## src/rtl/vu_level_meter.sv

```systemverilog
// VU level meter: turns a stream of signed 12-bit audio samples into a
// display-ready level. The level attacks instantly and decays linearly on
// each tick. A peak marker holds for a while before it follows the level
// down, and a sticky flag records clipping. Outputs drive an 8-LED
// thermometer bar and a one-hot peak LED.
module vu_level_meter #(
    parameter logic [10:0] DECAY      = 11'd16,
    parameter logic [7:0]  HOLD_TICKS = 8'd50
) (
    input  logic        clk,
    input  logic        rst,
    input  logic        tick,
    input  logic        sample_valid,
    input  logic [11:0] sample,
    input  logic        clip_clr,
    output logic [7:0]  bar,
    output logic [7:0]  peak_led,
    output logic        clip,
    output logic [10:0] level
);

    localparam logic [10:0] MAG_MAX = 11'h7FF;

    // Number of LEDs lit for a value: 0 for zero, otherwise the top three
    // bits plus one, so 1..255 lights one LED and 1792..2047 lights all eight.
    function automatic logic [3:0] lit_count(input logic [10:0] v);
        logic [3:0] n;
        if (v == 11'd0) begin
            n = 4'd0;
        end else begin
            n = {1'b0, v[10:8]} + 4'd1;
        end
        return n;
    endfunction

    logic [10:0] level_q, level_d;
    logic [10:0] peak_q, peak_d;
    logic [7:0]  hold_cnt_q, hold_cnt_d;
    logic [7:0]  bar_q, bar_d;
    logic [7:0]  peak_led_q, peak_led_d;
    logic        clip_q, clip_d;

    logic [10:0] mag;
    logic [11:0] sample_neg;
    logic [10:0] decayed;

    // Magnitude of the incoming sample; -2048 has no positive twin in
    // 12 bits, so it saturates to the largest 11-bit value.
    always_comb begin
        mag        = 11'd0;
        sample_neg = (~sample) + 12'd1;
        if (sample_valid) begin
            if (!sample[11]) begin
                mag = sample[10:0];
            end else if (sample == 12'h800) begin
                mag = MAG_MAX;
            end else begin
                mag = sample_neg[10:0];
            end
        end
    end

    // Level: decay first on a tick (clamped at zero), then let a louder
    // sample take over immediately.
    always_comb begin
        decayed = level_q;
        if (tick) begin
            decayed = (level_q > DECAY) ? (level_q - DECAY) : 11'd0;
        end
        level_d = (mag > decayed) ? mag : decayed;
    end

    // Peak marker: a new maximum restarts the hold timer and wins over the
    // tick; once the timer has run out the marker tracks the level down.
    always_comb begin
        peak_d     = peak_q;
        hold_cnt_d = hold_cnt_q;
        if (level_d > peak_q) begin
            peak_d     = level_d;
            hold_cnt_d = HOLD_TICKS;
        end else if (tick && (hold_cnt_q != 8'd0)) begin
            hold_cnt_d = hold_cnt_q - 8'd1;
        end else if (tick) begin
            peak_d = level_d;
        end
    end

    // LED patterns come from the registered level and peak, which adds one
    // cycle of latency but keeps the display path short.
    always_comb begin
        logic [3:0] n_level;
        logic [3:0] n_peak;
        logic [8:0] therm;
        n_level    = lit_count(level_q);
        n_peak     = lit_count(peak_q);
        therm      = (9'd1 << n_level) - 9'd1;
        bar_d      = therm[7:0];
        peak_led_d = 8'd0;
        if (n_peak != 4'd0) begin
            peak_led_d = 8'd1 << (n_peak - 4'd1);
        end
    end

    // Sticky clip flag: a full-scale sample sets it, and setting beats a
    // simultaneous clear so no clip event is ever lost.
    always_comb begin
        clip_d = clip_q;
        if (sample_valid && (mag == MAG_MAX)) begin
            clip_d = 1'b1;
        end else if (clip_clr) begin
            clip_d = 1'b0;
        end
    end

    // State registers; reset overrides everything else.
    always_ff @(posedge clk) begin
        if (rst) begin
            level_q    <= 11'd0;
            peak_q     <= 11'd0;
            hold_cnt_q <= 8'd0;
            bar_q      <= 8'd0;
            peak_led_q <= 8'd0;
            clip_q     <= 1'b0;
        end else begin
            level_q    <= level_d;
            peak_q     <= peak_d;
            hold_cnt_q <= hold_cnt_d;
            bar_q      <= bar_d;
            peak_led_q <= peak_led_d;
            clip_q     <= clip_d;
        end
    end

    assign bar      = bar_q;
    assign peak_led = peak_led_q;
    assign clip     = clip_q;
    assign level    = level_q;

endmodule

```

## config.mk

```make
export PLATFORM = sky130hd
export DESIGN_NAME = vu_level_meter
export DESIGN_NICKNAME = d
export VERILOG_FILES = /design/src/rtl/vu_level_meter.sv
export SDC_FILE = /design/constraint.sdc
export NUM_CORES = 1
export LEC_CHECK = 0
export BUFFER_PORTS_ARGS = -buffer_cell sky130_fd_sc_hd__buf_2
export CAP_MARGIN = 25
export CORE_MARGIN = 2
export CORE_UTILIZATION = 58
export DETAILED_ROUTE_END_ITERATION = 12
export HOLD_SLACK_MARGIN = 0.06
export PLACE_DENSITY_LB_ADDON = 0.3
export SLEW_MARGIN = 40
export SYNTH_ARGS = -nofsm -noshare
export SYNTH_HDL_FRONTEND = slang
export SYNTH_SLANG_ARGS = --single-unit
```

## constraint.sdc

```tcl
create_clock -name clk -period 5.4 [get_ports clk]
set_input_delay 0.27 -clock clk [delete_from_list [all_inputs] [get_ports clk]]
set_output_delay 0.27 -clock clk [all_outputs]
set_load 0.005 [all_outputs]
```

Word-level counts from Yosys, hierarchy flattened --
Cells that the tools add are included.
Word-level totals: bits in registers 47, input bits 17
Cells by class: add/sub/neg operators 7, magnitude comparators 3, eq/ne operators 3, shift operators 2, muxes and demuxes 15, bitwise logic cells 2, reduce and logical (&&, ||, !) cells 12
Operators by type and width (count):
- $mux 11 | 9
- $gt 11x11->1 | 2
- $logic_not 11->1 | 2
- $shl 1x4->8 const A | 2
- $sub 8x1->8 const B | 2
- $eq 12x12->1 const B | 1
- $mux 6 | 2
- $add 11x1->11 const B | 1
- $eq 11x11->1 const B | 1
- $gt 11x5->1 const B | 1
- $not 11->11 | 1
- $sub 11x5->11 const B | 1
- $add 3x1->4 const B | 2
- $mux 4 | 2
- $reduce_bool 8->1 | 1
- $reduce_bool 2->1 | 3
- $reduce_bool 4->1 | 1
- $reduce_or 2->1 | 2
- $sub 4x1->4 const B | 1
- $logic_and 1x1->1 | 2
- $mux 1 | 2
- $ne 2x2->1 const B | 1
- $reduce_and 2->1 | 1
- $not 1->1 | 1

Longest topological paths before layout --
depth after elaboration 10, gate-level depth with buffers 23, depth with buffers taken out 21

Worst setup path after synthesis --
Ideal clock, no wire load.
kind register -> register, start register level_q[8] (netlist: level[8]), end register peak_q[9], setup time 0.087 ns, data arrival time 4.703 ns, path slack 0.610 ns, stages on the path, launching flop included 23, path buffers 2, period minus slack after synthesis 4.790 ns, path through dfxtp_1 -> inv_1 -> ha_1 -> a32oi_1 -> or4_1 -> buf_2 -> and2_1 -> inv_1 -> ha_1 -> a211oi_1 -> o21bai_1 -> a211oi_2 -> nor2_4 -> mux2_4 -> inv_1 -> ha_1 -> a21o_1 -> a211oi_1 -> or3_1 -> a41oi_1 -> clkbuf_1 -> o2111ai_1 -> o31ai_1
Between the ends: word-level cells in the longest chain between the ends 8
RTL lines:
- start: declaration | RTL line 36 | logic [10:0] level_q, level_d;
- start signal: assignment | RTL line 125 | level_q <= level_d;
- $sub 11x5->11 or $gt 11x5->1 (tied branches) | RTL line 68 | decayed = (level_q > DECAY) ? (level_q - DECAY) : 11'd0;
- $mux 11 | RTL line 68
- $mux 11 (*) | RTL line 67 | if (tick) begin
- $gt 11x11->1 | RTL line 70 | level_d = (mag > decayed) ? mag : decayed;
- $mux 11 (*) | RTL line 70
- net level_d[4] | RTL line 36
- $gt 11x11->1 (*) | RTL line 78 | if (level_d > peak_q) begin
- $ne 2x2->1 (no line) or $reduce_bool 2->1 (tied branches)
- $reduce_and 2->1 (no line)
- end signal: assignment | RTL line 126 | peak_q <= peak_d;
- end: declaration | RTL line 37 | logic [10:0] peak_q, peak_d;
Mark *: on every way through the listed nets, which the timed path passes. The rest lies on a longest branch. The select of a mux whose other input is x is not followed. A chain may end at the register's enable or synchronous reset.

Final worst setup path --
start register level_q[4] (netlist: level[4]), end register peak_q[7]
The elaborated chain is that of the path after synthesis.

==> flow_summary.yaml <==
timing:
  fin_crit_sh_pct: 93.7
  fin_ws_ns: 0.342
  rsz0062_at_grt: "false"
  fin_skew_ns: 0.00856
  hold_viol: 0
  slew_headroom_pct: 61.8
  fin_tns_setup_ns: 0
  setup_viol: 0
  slew_violations: 0
  period_minus_slack_ns: 5.06
  whs_ns: 0.321
  worst_pin_slew_ns: 0.568
  max_freq_mhz: 198
logic_synthesis:
  synth-seq-cells: 47
  syn_area_per_cell_sq_um: 8.22
  yosysWarnings: 0
  syn-cell-area_sq_um: 3310
  synth_edf_count: 0
  ys.flop_type: "dfxtp_1"
  syn-num-nets: 453
  ys_seq_area_share_pct: 28.4
  synth_cells: 403
  ys_async_sr_fraction_pct: 0
  synth_cell_types: 72
setup_path:
  crit_arrival_ns: 5.29
  startpoint_type: "flip-flop"
  worst-path-max-fanout: 8
  end_kind: "flip-flop"
  required_ns: 5.64
  path_class: "reg2reg"
  r2r_cells: 21
die:
  rows: 27
  die-width_um: 79.6
  start_util_pct: 60.2
  io_pins: 45
  core-area_sq_um: 5510
  dieArea_sq_um: 6330
  fp.dieH_um: 79.6
status:
  outcome: "finished clean"
detailed_routing:
  first_pass_iters: 4
  routed_wl_mm: 8.01
  ant_nets: 0
  via_per_inst: 6.00
  drc: 0
  num_vias: 3103
  drt_iter0_markers: 184
  wl_per_cell_um: 15.5
finish:
  antenna_cells: 0
  layout-drive-gt1-share_pct: 19.8
  post-route-cell-area_sq_um: 3720
  final_util_pct: 67.6
  fin_cells: 517
  fin_nets: 494
  area_growth_syn_to_layout_pct: 12.3
min_path:
  holdPathStages: 3
  hp-class: "in2reg"
clock_network:
  cts_buffers: 5
  cts_max_level: 2
  cts_root_buf: "clkbuf_8"
  clk_latency_ns: 0.31
  cts.clk_slew.worst_paths_ns: 0.09
  clock_path_buffers: 2
  cts_tree: "done"
  cts_sinks: 47
grt:
  overflow: 0
  grt_usage_pct: 26.9
  grt_pass1_vias: 2923
  grt_pass1_wl_mm: 13.7
  antenna_found_initial: 0
  grt_max_degree: 25
power_and_ir_drop:
  power.density_nw_per_um2: 750
  ir_drop_v: 0.000431
  p_total_mw: 2.79
  power_leakage_nw: 1.68
placement:
  postPlaceCellArea_sq_um: 3590
  gp_congestion: 0.954
  dp_slack_ns: 0.193
  place_inst: 509
  port_buffers: 44
  dpl.hpwl_mm: 6.14
flow_run:
  maxCapViolations: 0
==> routing by layer <==
metal | vias up | global-route usage, % | wire length (um) | share of wire [%]
met3 | 14 | 3.96 | 411 | 5.1
met1 | 1460 | 36.2 | 3680 | 46
met4 | 0 | 7.59 | 106 | 1.3
li1 | 1525 | - | - | -
met5 | - | 0 | 0 | 0
met2 | 104 | 44.9 | 3820 | 48
==> report_power, final <==
group          total (mW)  switching, mW  leakage, nW  internal (mW)
clock network       0.274          0.122       0.0618          0.152
registers           0.579          0.114        0.385          0.465
logic                1.94           1.11         1.24          0.831
==> repair_timing <==
item / CTS / global route
hold buffers: 0 / 0
setup buffers: 0 / 0
gates resized for setup: 0 / 4
endpoints found under the setup margin: 0 / 17
==> layout make-up <==
type	count	area, sq um
clock buffers	6	82.6
clock inverters	2	38.8
fillers	456	1780
inverters	45	169
multi-input cells	296	2140
flip-flops and latches	47	941
well taps	72	90.1
repair buffers	49	258
==> final timing paths <==
path | startpoint | end | slack [ns]
setup reg to reg | level[4] | peak_q[7] | 0.34
hold / removal | clip_clr | clip | 0.32
setup / recovery | level[4] | peak_q[7] | 0.34
hold reg to reg | peak_q[7] | peak_q[7] | 0.51
==> sequential cells by signal (all words and copies together), names as in the netlist <==
| register | count |
|---|---|
| bar | 8 |
| clip | 1 |
| hold_cnt_q | 8 |
| level | 11 |
| peak_led | 8 |
| peak_q | 11 |
==> placed cells by master (no fill, tap or decap), types with 10 or more instances in the layout <==
master and instances:
inv_1 44, dfxtp_1 47, nor2_1 34, buf_2 44, ha_1 33, o31ai_1 10
xnor2_1 10, a21oi_1 20, o21ai_0 17, nand2_1 28
==> critical path, cell delays in order, from the launching register on <==
cell and delay, ns:
dfxtp_1 0.47, ha_1 0.18, nor4b_2 0.26, a32oi_2 0.19, or4_4 0.50, and2_1 0.22, inv_1 0.08, ha_1 0.25
a211oi_1 0.25, o21bai_1 0.12, a211oi_2 0.32, buf_4 0.21, mux2i_1 0.18, buf_4 0.16, inv_1 0.05, ha_1 0.30
and4_1 0.20, a32o_1 0.26, a41oi_1 0.25, buf_4 0.21, o21ai_0 0.13, o22ai_1 0.20
==> synthesized netlist by cell type (8+ instances only) <==
cell type  number  area (sq um)
a21oi_1        20           100
clkbuf_1        9          33.8
dfxtp_1        47           941
ha_1           33           413
inv_1          44           165
nand2_1        28           105
nand3_1         8          40.0
nor2_1         34           128
nor3_1          9          45.0
nor4_1          9          56.3
o21ai_0        18          90.1
o31ai_1        10          75.1
xnor2_1        10          87.6
==> cell families (layout without fill, tap and decap cells) <==
family	after synthesis	in the layout	synth area share, %
and+or+nand+nor	138	138	22.9
AOI/OAI and AO/OA	99	99	20.8
buffers and inverters	60	102	7.36
DFF	47	47	28.4
adders and majority gates	33	33	12.5
xor gates and xnor gates	17	17	4.49
muxes	9	9	3.51
No activity file was read; power rests on OpenSTA's default activity.
